$ cat src/rtl/avalon_slave_pkg.sv
// Shared encodings for the Avalon slave memory: FSM states, decode bits, STATUS layout.
// Pure declarations; no latency or backpressure of its own.
package avalon_slave_pkg;

  typedef enum logic [1:0] {
    IDLE = 2'd0,
    WAIT = 2'd1,
    ACK  = 2'd2
  } state_t;

  localparam int STATUS_SEL_BIT = 6;
  localparam int MEM_WORDS      = 16;
  localparam int WORD_AW        = 4;
  // Latched address covers byte-address bits [6:2]; its MSB selects STATUS.
  localparam int LAT_AW         = STATUS_SEL_BIT - 1;

  localparam int STATUS_ERR_BIT = 0;
  localparam int STATUS_CNT_LSB = 16;
  localparam int STATUS_CNT_W   = 16;

  function automatic logic [31:0] status_word(input logic [STATUS_CNT_W-1:0] cnt,
                                              input logic err);
    logic [31:0] w;
    w = '0;
    w[STATUS_CNT_LSB +: STATUS_CNT_W] = cnt;
    w[STATUS_ERR_BIT] = err;
    return w;
  endfunction

endpackage

$ cat src/rtl/avalon_slave_regfile.sv
// 16x32 word store with per-byte write enables; async read, write on rising edge.
// Zero-latency read; never stalls (writes accepted whenever wr_vld is high).
module avalon_slave_regfile
  import avalon_slave_pkg::*;
(
  input  logic               core_clk,
  input  logic               arst_n,
  input  logic               wr_vld,
  input  logic [WORD_AW-1:0] wr_addr,
  input  logic [31:0]        wr_dat,
  input  logic [3:0]         wr_be,
  input  logic [WORD_AW-1:0] rd_addr,
  output logic [31:0]        rd_dat
);

  logic [31:0] mem [MEM_WORDS];

  always_ff @(posedge core_clk or negedge arst_n) begin
    if (!arst_n) begin
      for (int i = 0; i < MEM_WORDS; i++) begin
        mem[i] <= '0;
      end
    end else if (wr_vld) begin
      for (int b = 0; b < 4; b++) begin
        if (wr_be[b]) begin
          mem[wr_addr][8*b +: 8] <= wr_dat[8*b +: 8];
        end
      end
    end
  end

  assign rd_dat = mem[rd_addr];

endmodule

$ cat src/rtl/avalon_slave_mem.sv
// Avalon-MM slave: 16-word memory plus STATUS register behind an IDLE/WAIT/ACK FSM.
// Latency 2+WAIT_CYCLES cycles per access; wait_request stalls the master until ACK.
module avalon_slave_mem
  import avalon_slave_pkg::*;
#(
  parameter int WAIT_CYCLES = 2
) (
  input  logic        Clock,
  input  logic        Resetn,
  input  logic [31:0] avalon_address,
  input  logic [31:0] avalon_writedata,
  input  logic [3:0]  avalon_byteenable,
  input  logic        avalon_read,
  input  logic        avalon_write,
  output logic [31:0] avalon_readdata,
  output logic        avalon_wait_request
);

  localparam int         SEL       = LAT_AW - 1;
  localparam logic [3:0] WAIT_LAST = (WAIT_CYCLES > 0) ? 4'(WAIT_CYCLES - 1) : 4'd0;

  state_t                    state_q, state_d;
  logic [3:0]                wcnt_q, wcnt_d;
  logic                      accept;
  logic                      req;

  logic [LAT_AW-1:0]         lat_addr_q;
  logic [31:0]               lat_wdata_q;
  logic [3:0]                lat_be_q;
  logic                      lat_wr_q;
  logic                      lat_both_q;

  logic [STATUS_CNT_W-1:0]   access_count;
  logic                      err;

  logic [LAT_AW-1:0]         acc_addr;
  logic                      acc_wr;
  logic [31:0]               rf_rdata;
  logic                      rf_we;
  logic                      unused_addr;

  assign req         = avalon_read | avalon_write;
  assign unused_addr = ^{avalon_address[31:STATUS_SEL_BIT+1], avalon_address[1:0]};

  always_ff @(posedge Clock or negedge Resetn) begin
    if (!Resetn) begin
      state_q <= IDLE;
      wcnt_q  <= '0;
    end else begin
      state_q <= state_d;
      wcnt_q  <= wcnt_d;
    end
  end

  always_comb begin
    state_d             = state_q;
    wcnt_d              = wcnt_q;
    accept              = 1'b0;
    avalon_wait_request = 1'b0;
    case (state_q)
      IDLE: begin
        avalon_wait_request = req;
        if (req) begin
          accept  = 1'b1;
          wcnt_d  = '0;
          state_d = (WAIT_CYCLES > 0) ? WAIT : ACK;
        end
      end
      WAIT: begin
        avalon_wait_request = 1'b1;
        if (wcnt_q == WAIT_LAST) begin
          state_d = ACK;
        end else begin
          wcnt_d = wcnt_q + 4'd1;
        end
      end
      ACK: begin
        state_d = IDLE;
      end
      default: begin
        state_d = IDLE;
      end
    endcase
  end

  // Master inputs are only sampled on acceptance; WAIT ignores them entirely.
  always_ff @(posedge Clock or negedge Resetn) begin
    if (!Resetn) begin
      lat_addr_q  <= '0;
      lat_wdata_q <= '0;
      lat_be_q    <= '0;
      lat_wr_q    <= 1'b0;
      lat_both_q  <= 1'b0;
    end else if (accept) begin
      lat_addr_q  <= avalon_address[STATUS_SEL_BIT:2];
      lat_wdata_q <= avalon_writedata;
      lat_be_q    <= avalon_byteenable;
      lat_wr_q    <= avalon_write;
      lat_both_q  <= avalon_read & avalon_write;
    end
  end

  // With WAIT_CYCLES=0 the edge entering ACK is the accept edge, so take the live inputs then.
  assign acc_addr = (state_q == IDLE) ? avalon_address[STATUS_SEL_BIT:2] : lat_addr_q;
  assign acc_wr   = (state_q == IDLE) ? avalon_write : lat_wr_q;
  assign rf_we    = (state_q == ACK) && lat_wr_q && !lat_addr_q[SEL];

  avalon_slave_regfile u_regfile (
    .core_clk (Clock),
    .arst_n   (Resetn),
    .wr_vld   (rf_we),
    .wr_addr  (lat_addr_q[WORD_AW-1:0]),
    .wr_dat   (lat_wdata_q),
    .wr_be    (lat_be_q),
    .rd_addr  (acc_addr[WORD_AW-1:0]),
    .rd_dat   (rf_rdata)
  );

  always_ff @(posedge Clock or negedge Resetn) begin
    if (!Resetn) begin
      avalon_readdata <= '0;
    end else if (state_d == ACK && !acc_wr) begin
      avalon_readdata <= acc_addr[SEL] ? status_word(access_count, err) : rf_rdata;
    end
  end

  // A STATUS write clears everything, which also beats a read+write error on that access.
  always_ff @(posedge Clock or negedge Resetn) begin
    if (!Resetn) begin
      access_count <= '0;
      err          <= 1'b0;
    end else if (state_q == ACK) begin
      if (lat_addr_q[SEL]) begin
        if (lat_wr_q) begin
          access_count <= '0;
          err          <= 1'b0;
        end
      end else begin
        access_count <= access_count + 16'd1;
        if (lat_both_q) begin
          err <= 1'b1;
        end
      end
    end
  end

endmodule
$ cat config.mk
export PLATFORM = sky130hd
export DESIGN_NAME = avalon_slave_mem
export DESIGN_NICKNAME = d
export VERILOG_FILES = /design/src/rtl/avalon_slave_pkg.sv /design/src/rtl/avalon_slave_regfile.sv /design/src/rtl/avalon_slave_mem.sv
export SDC_FILE = /design/constraint.sdc
export NUM_CORES = 1
export LEC_CHECK = 0
export ABC_AREA = 0
export CELL_PAD_IN_SITES_DETAIL_PLACEMENT = 2
export CELL_PAD_IN_SITES_GLOBAL_PLACEMENT = 2
export CORE_MARGIN = 2
export CORE_UTILIZATION = 39
export DETAILED_ROUTE_END_ITERATION = 12
export GPL_ROUTABILITY_DRIVEN = 1
export PLACE_DENSITY = 0.83
export SLEW_MARGIN = 20
export SYNTH_ARGS = -nofsm -noshare
export SYNTH_HDL_FRONTEND = slang
export SYNTH_SLANG_ARGS = --single-unit
$ cat constraint.sdc
create_clock -name Clock -period 2.1 [get_ports Clock]
set_input_delay 0.63 -clock Clock [delete_from_list [all_inputs] [get_ports Clock]]
set_output_delay 0.63 -clock Clock [all_outputs]
set_load 0.02 [all_outputs]
==> results.ini <==
[logic_synthesis]
synth_edf_count=0
synth_top_flop_cell=dfrtp_1
ys_ff_latch=610
netlist_top_cells_area=dfrtp_1 53%, mux2_2 23%, mux2i_1 4.4%
async_reset_ff_share_pct=100
yosysTopAreaCellShare_pct=52.6
seq_area_frac_synth_pct=52.6
synthDistinctLibCells=63
syn_nets=2377
synthCells=2302
synth_warnings=0
yosysMostFrequentCell=dfrtp_1
syn_area_um2=29000
avgSynthCellArea_um2=12.6
synth_commonest_cells=610 x dfrtp_1, 582 x mux2_2, 127 x mux2i_1
synth_area_leader_cell=dfrtp_1

[detailed_routing]
dr.first_iter.drc_count=3326
first_pass_iters=5
vias=27200
routedWlPerCell_um=49.2
antenna_left=0
wl_mm=182
via_per_inst=7.35
post-route-drc-count=0

[pwr]
power.share.sequential_pct=29.3
vdd_drop_max_mv=0.733
p_sw_mw=27.5
cellPowerDensity_nw_per_um2=1500
p_comb_share_pct=46.1
power_leakage_nw=18.5
switching_share_pct=46.3
clkPwrFrac_pct=24.6
p_int_mw=31.9

[timing]
min_period_ns=3.05
drv_slew=0
clock_skew_ns=0.0578
fmax_mhz=328
finalCritPeriodShare_pct=145
whs_ns=0.403
hold_viol=0
rsz0062_at_grt=yes
slew_headroom_pct=37.6
fin_tns_setup_ns=-137.12
report.final.setup_viol=573
worst-slew-pin-transition_ns=0.936
final.setup.worst_slack_ns=-0.949

[layout]
nFillCells=6666
multiInputGateArea_um2=15200
fin_cells=3695
layout-area-overhead-vs-synth_pct=36.7
fin_nets=2735
design_area_um2=39700
regArea_um2=15300
drive_gt1_share_pct=51.8

[setup_path]
cp_top_family=compound AO/OA/AOI/OAI gates
critPathArrivalTime_ns=3.57
slowest_delay_ns=0.64
path_buf_inv=3
startpoint_type=register
crit_fanout=25
rr_startpoint=state_q[1]
critical_path_class=reg -> reg
required_ns=2.63
path_cells=or3b_4 > buf_8 > buf_12 > buf_4 > a21oi_1 > o21ai_0 > o2111ai_1 > nand3_2
critPathLaunch=state_q[1]
end_kind=register
cp_slowest_cell=a21oi_1

[clock_tree]
cts_tree=done
ctsRootBufferMaster=clkbuf_16
clk_pin_slew_ns=0.09
worstSkewPairLatency_ns=0.71
numClockSinks=610
cts_max_level=3
cts_buffers=71
clock_path_buffers=3

[global_route]
grt_first_pass_wirelength_mm=227
grt-ovfl-total=0
track_usage_pct=41.0
grt_pass1_vias=28400
grt_max_degree=53
grt_antenna_before_repair=15

[placed_design]
hpwl_mm=76.5
postPlaceCellArea_um2=33200
port-buffer-count=77
placed_cells=3424
place_congestion=0.868

[min_path]
hold_path.class=in -> async

[status]
violations=negative setup slack
status=finished, violations left

[die]
start_util_pct=39.2
io_pins=105
dieArea_um2=76700
rows=100
die_width_um=277
fp.coreArea_um2=74100
die_h_um=277

[run]
max_cap_viol_count=0

## worst reg2reg max path, delay by kind of cell (launching register included)
kind / cells / cell delay, ns
AOI/OAI and AO/OA: 3 / 1.10
and+or+nand+nor: 2 / 0.68
buffers and inverters: 3 / 0.60
DFF: 1 / 0.50
## per-layer routing
layer / up-vias / global-route usage [%] / wire length (um) / share of wire, %
li1: 9322 / - / - / -
met1: 13900 / 46.4 / 62200 / 34
met2: 2592 / 66.3 / 80900 / 45
met3: 1284 / 10.2 / 17500 / 9.6
met4: 4 / 32.4 / 21000 / 12
met5: - / 0 / 31 / 0.017
## path summary, 6_finish.rpt
kind	endpoint	slack, ns	cells past startpoint
max	avalon_readdata[5]	-0.95	8
max in group asynchronous	state_q[0]	0.73	4
min reg2reg	u_regfile.mem[42]	0.51	1
min	u_regfile.mem[317]	0.40	2
max reg2reg	avalon_readdata[5]	-0.95	8
min in group Clock	u_regfile.mem[42]	0.51	1
## per-stage QoR
step / util (%) / power [mW] / setup WS (ns)
after global routing: 53.6 / 59.5 / -0.982
final: 53.6 / 59.3 / -0.949
after global placement: 44.8 / 32.0 / -0.938
after CTS: 51.1 / 51.6 / -0.370
after detailed placement: 44.8 / 33.6 / -1.03
after floorplan: - / 24.0 / -0.0940
## layout by cell type, fill, tap and decap left out, drive strengths merged, types with 40 or more instances in the layout
cell type / synthesis / layout
mux2: 585 / 585
buf: 93 / 376
and3: 80 / 80
dfrtp: 610 / 610
o21ai: 90 / 90
mux2i: 127 / 127
nand2: 85 / 85
nand3: 108 / 108
nor3: 40 / 40
a211oi: 62 / 62
clkbuf: 85 / 105
clkdlybuf4s50: 0 / 41
## state kept, by name, indices dropped and copies added, names as in the netlist, 2 cells and up
signal,flops
lat_addr_q,5
lat_be_q,4
lat_wdata_q,32
access_count,16
u_regfile.mem,512
wcnt_q,4
avalon_readdata,32
state_q,2
## cells by family after synthesis
kind of cell	count (synthesis)	synth area share, %
flip-flops	610	52.6
adder cells (fa/ha/maj)	3	0.129
multiplexers	712	27.1
AND/OR/NAND/NOR	408	7.89
AO/OA/AOI/OAI	371	8.99
XOR/XNOR	14	0.422
buffers and inverters	184	2.94
## layout make-up
type | instances | share of cell area (%)
sequential | 610 | 38.5
tap | 969 | 3.05
clock inverter | 32 | 1.18
clock buffer | 97 | 5.18
multi-input combinational | 1511 | 38.4
timing repair buffer | 460 | 13.6
antenna | 10 | 0.0631
inverter | 6 | 0.0567
## timing repair
| item | in CTS | in global routing |
|---|---|---|
| hold buffers | 1 | 0 |
| setup buffers | 51 | 68 |
| cloned | 10 | 9 |
| gates resized for setup | 354 | 234 |
| setup endpoints to repair | 580 | 572 |
| pin swaps | 51 | 91 |
| hold endpoints to repair | 20 | 0 |
## power by group through the flow
stage / Clock [mW] / Sequential, mW / Combinational [mW]
after CTS: 13.8 / 16.6 / 21.2
final: 14.6 / 17.4 / 27.4
after global placement: 0 / 16.2 / 15.8
after global routing: 14.9 / 17.3 / 27.3
after floorplan: 0 / 14.9 / 9.08
after detailed placement: 0 / 16.6 / 17.0
Note: power is estimated with default switching activity, not from simulation.
